### src/rtl/serial_arith_pkg.sv
// Shared definitions for the bit-serial arithmetic blocks.
package serial_arith_pkg;

    localparam int SERIAL_WIDTH = 8;

    typedef enum logic [1:0] {
        ST_IDLE = 2'd0,
        ST_RUN  = 2'd1,
        ST_DONE = 2'd2
    } serial_state_t;

endpackage

### src/rtl/serial_sub_cell.sv
// One-bit full subtractor: d = a - b - bin, bout set when the column borrows.
module serial_sub_cell (
    input  logic a,
    input  logic b,
    input  logic bin,
    output logic d,
    output logic bout
);

    assign d    = a ^ b ^ bin;
    assign bout = (~a & b) | (~(a ^ b) & bin);

endmodule

### src/rtl/serial_half_subtractor.sv
// Bit-serial LSB-first subtractor: streams A and B in, presents A - B and the
// final borrow as a parallel word over a valid/ready handshake.
//
// state   | meaning
// --------+---------------------------------------------------------
// ST_IDLE | waiting for start; no input accepted, no result offered
// ST_RUN  | accepting bit pairs, borrow chained through br
// ST_DONE | diff/borrow offered until out_ready
module serial_half_subtractor
    import serial_arith_pkg::*;
#(
    parameter int WIDTH = SERIAL_WIDTH
) (
    input  logic             clk,
    input  logic             rst,
    input  logic             start,
    input  logic             in_valid,
    input  logic             a_bit,
    input  logic             b_bit,
    output logic             in_ready,
    output logic             out_valid,
    input  logic             out_ready,
    output logic [WIDTH-1:0] diff,
    output logic             borrow
);

    localparam int CNT_W = $clog2(WIDTH + 1);
    localparam logic [CNT_W-1:0] CNT_LAST = CNT_W'(WIDTH - 1);

    serial_state_t    state;
    logic [CNT_W-1:0] cnt;
    logic [WIDTH-1:0] sr;
    logic [WIDTH-1:0] sr_next;
    logic             br;
    logic             d;
    logic             bout;

    serial_sub_cell u_cell (
        .a    (a_bit),
        .b    (b_bit),
        .bin  (br),
        .d    (d),
        .bout (bout)
    );

    // Bits arrive LSB first, so after WIDTH right shifts bit 0 sits at sr[0].
    assign sr_next = {d, sr[WIDTH-1:1]};

    assign in_ready  = (state == ST_RUN);
    assign out_valid = (state == ST_DONE);

    always_ff @(posedge clk) begin
        if (rst) begin
            state  <= ST_IDLE;
            cnt    <= '0;
            sr     <= '0;
            br     <= 1'b0;
            diff   <= '0;
            borrow <= 1'b0;
        end else begin
            case (state)
                ST_IDLE: begin
                    if (start) begin
                        state <= ST_RUN;
                        cnt   <= '0;
                        sr    <= '0;
                        br    <= 1'b0;
                    end
                end
                ST_RUN: begin
                    if (in_valid) begin
                        sr  <= sr_next;
                        cnt <= cnt + CNT_W'(1);
                        br  <= bout;
                        if (cnt == CNT_LAST) begin
                            state  <= ST_DONE;
                            diff   <= sr_next;
                            borrow <= bout;
                        end
                    end
                end
                ST_DONE: begin
                    if (out_ready) begin
                        state <= ST_IDLE;
                    end
                end
                default: state <= ST_IDLE;
            endcase
        end
    end

endmodule

### config.mk
export PLATFORM = sky130hd
export DESIGN_NAME = serial_half_subtractor
export DESIGN_NICKNAME = d
export VERILOG_FILES = /design/src/rtl/serial_arith_pkg.sv /design/src/rtl/serial_sub_cell.sv /design/src/rtl/serial_half_subtractor.sv
export SDC_FILE = /design/constraint.sdc
export NUM_CORES = 1
export LEC_CHECK = 0
export CORE_MARGIN = 1.5
export CORE_UTILIZATION = 30
export CTS_BUF_LIST = sky130_fd_sc_hd__clkbuf_16
export DETAILED_ROUTE_END_ITERATION = 16
export PLACE_DENSITY = 0.56
export SLEW_MARGIN = 20
export SYNTH_ARGS = -nofsm -noshare
export SYNTH_HDL_FRONTEND = slang
export SYNTH_SLANG_ARGS = --single-unit
### constraint.sdc
create_clock -name clk -period 2.9 [get_ports clk]
set_input_delay 0.58 -clock clk [delete_from_list [all_inputs] [get_ports clk]]
set_output_delay 0.58 -clock clk [all_outputs]
set_load 0.01 [all_outputs]
==> metrics.md <==
| Metric | Value |
|---|---|
| Status | `finished, final reports clean` |
| Setup crit end kind | `primary output` |
| Final Hold Slack | `466 ps` |
| Antenna-violating nets left | `0` |
| P_leak | `0.000408 uW` |
| Post-CTS Hold Buffers | `0` |
| Drt total wl | `2.05 mm` |
| Setup violators final | `0` |
| Top cell type's share of synthesized area | `48.1%` |
| Unique masters post-synth | `27` |
| CTS tree | `built` |
| Clock-pin slew on the worst setup and hold paths | `60 ps` |
| Hold depth | `2` |
| Design area | `0.00123 mm^2` |
| RSZ-0062 raised after global routing | `no` |
| Slowest cell delay on critical path | `610 ps` |
| Top-Level Pins | `18` |
| Clk sink count | `23` |
| Worst Tran Pin Value | `756 ps` |
| Net count reported at finish | `135` |
| Wire per inst | `12.1 um` |
| Post-Syn Area | `957 um^2` |
| Met2 GRT Util | `19.2%` |
| Max-cap violations | `0` |
| DR vias | `843` |
| Met1 GRT Util | `17.0%` |
| RePlAce Congestion | `0.775` |
| # DRC | `0` |
| Clk buf depth | `2` |
| GRT Util Overall | `13.0%` |
| Fin. Hold Viols | `0` |
| Clock Latency Late Sink | `250 ps` |
| Largest net degree at the start of global routing | `16` |
| Die Area | `0.00354 mm^2` |
| H-tree depth | `1` |
| Req. time, crit path | `2320 ps` |
| FF-to-FF setup slack | `1190 ps` |
| Async SR Flop Fraction | `0%` |
| Crit path max-delay family | `buffers and inverters` |
| Initial antenna violation count | `0` |
| R2r worst-path depth | `3` |
| Crit path cell chain | `nand2b_2, inv_1, clkdlybuf4s50_1` |
| Core footprint | `0.00305 mm^2` |
| Postcts setup bufs | `0` |
| CTS resizes | `0` |
| Worst clock skew | `1.56 ps` |
| Port buffer count | `17` |
| Most frequent cells after synthesis | `23 x dfxtp_1, 19 x a21oi_1, 18 x o21ai_0, 8 x nand2_1, 8 x nand3_1` |
| Fin util | `40.5%` |
| Seq/Total Area, Yosys | `48.1%` |
| Vias in the first global route | `732` |
| Syn-to-layout area delta | `29.0%` |
| First-pass GRT wire length | `3.42 mm` |
| Power density over the cells | `534 mW/mm^2` |
| Top_reg_cell synth | `dfxtp_1` |
| Number of flops mapped to enable cells by yosys | `0` |
| Total Neg Setup Slack | `0 ps` |
| Iter 0 DRT Violations | `39` |
| Placed Area | `0.00115 mm^2` |
| Avg Vias per Cell | `4.99` |
| Max Freq | `397 MHz` |
| Critical path's slowest cell | `clkdlybuf4s50_1` |
| Fin crit share | `86.8%` |
| Tmin final | `2520 ps` |
| Met3 usage | `2.62%` |
| Place WS | `676 ps` |
| Die Wd | `59.5 um` |
| Total gr overflow | `0` |
| Hold endpoint | `diff[0]` |
| Count leader, synth | `dfxtp_1` |
| Average size of a mapped cell | `8.70 um^2` |
| R2R Path Start | `state[0]` |
| Critical Path Fanout Max | `15` |
| Hold crit path type | `reg2reg` |
| WP data arrival | `1940 ps` |
| Reg-to-reg critical path endpoint | `cnt[0]` |
| Pins Over Slew Limit | `0` |
| Area leader, netlist | `dfxtp_1` |
| Worst slew margin | `48.2%` |
| Cells after synthesis | `110` |
| WS Path Type | `reg2out` |
| Detail Placement HPWL | `1.42 mm` |
| Initial core utilization | `31.4%` |
| Antenna diode count | `0` |
| Register bit total from synthesis | `23` |
| Num rows | `20` |
| Syn Nets | `119` |
| Setup ws final | `382 ps` |
| Leading post-synthesis cells by cell area | `dfxtp_1 48%, a21oi_1 9.9%, o21ai_0 9.4%, nand3_1 4.2%, nand2_1 3.1%` |
| Maximum vdd drop | `0.000191 V` |
| Element type at the critical path start | `flop` |
| Proportion of layout cells with a drive suffix above 1 | `5.60%` |
| Total CTS buffers | `3` |
| Root Driver | `clkbuf_16` |
| Global route hottest layer | `met2` |
| Synth Warn # | `0` |
| Drt pass-1 iters | `4` |
| Die Height | `59.5 um` |
| Worst hold start | `sr[1]` |
| CP Buf/Inv Count | `2` |
-- worst max-delay path by stage --
stage	cells after the start	start	endpoint
6_report	3	state[1]	in_ready
5_1_grt	3	state[1]	in_ready
4_1_cts	3	state[1]	in_ready
3_5_place_dp	3	state[1]	in_ready
3_3_place_gp	3	state[1]	in_ready
2_1_floorplan	3	state[0]	in_ready
-- through the flow --
step	total power (uW)	cells
floorplan	353	110
global placement	370	165
detailed placement	371	165
CTS	667	169
global route	688	169
finish	659	169
-- logic make-up after synthesis --
family / count (synthesis) / synth area share, %
AO/OA/AOI/OAI: 43 / 25.0
buffers and inverters: 11 / 5.23
AND/OR/NAND/NOR: 30 / 17.3
flip-flops: 23 / 48.1
adder cells (fa/ha/maj): 2 / 3.40
multiplexers: 1 / 1.05
-- metal layers --
| metal | vias up | part of all wire (%) |
|---|---|---|
| met5 | - | 0 |
| met4 | 0 | 2.1 |
| met3 | 4 | 3.4 |
| met2 | 20 | 47 |
| met1 | 396 | 47 |
| li1 | 423 | - |
-- report_power, final --
part,internal [uW],switching (uW),total (uW)
clock,185,111,296
combinational,16.4,23.9,40.3
sequential,319,3.96,323
total,521,138,659
-- worst min-delay path, delay by kind of cell (launching register included) --
kind / cells / cell delay (ps)
AOI/OAI and AO/OA: 1 / 50
and+or+nand+nor: 1 / 60
DFF: 1 / 310
-- sequential cells by signal (all words and copies together), names as in the netlist --
name and count:
sr 7, borrow 1, cnt 4, diff 8
br 1, state 2
-- cell usage in the layout (no fill, tap or decap), drive strengths merged, types with 3 or more instances in the layout --
| cell | synthesis | routed |
|---|---|---|
| dfxtp | 23 | 23 |
| a21oi | 19 | 19 |
| o21ai | 18 | 18 |
| clkdlybuf4s50 | 0 | 17 |
| nand2 | 8 | 8 |
| nand3 | 8 | 8 |
| inv | 4 | 4 |
| nor2 | 4 | 4 |
| clkbuf | 4 | 3 |
-- cell type report --
cell class,count,area [um^2]
clock buffer,3,75.1
clock inverter,1,5.00
fill,316,1820
inverter,4,15.0
multi-input combinational,76,447
sequential,23,460
tap,44,55.1
timing repair buffer,18,178
Power figures use the tool's default switching activity.
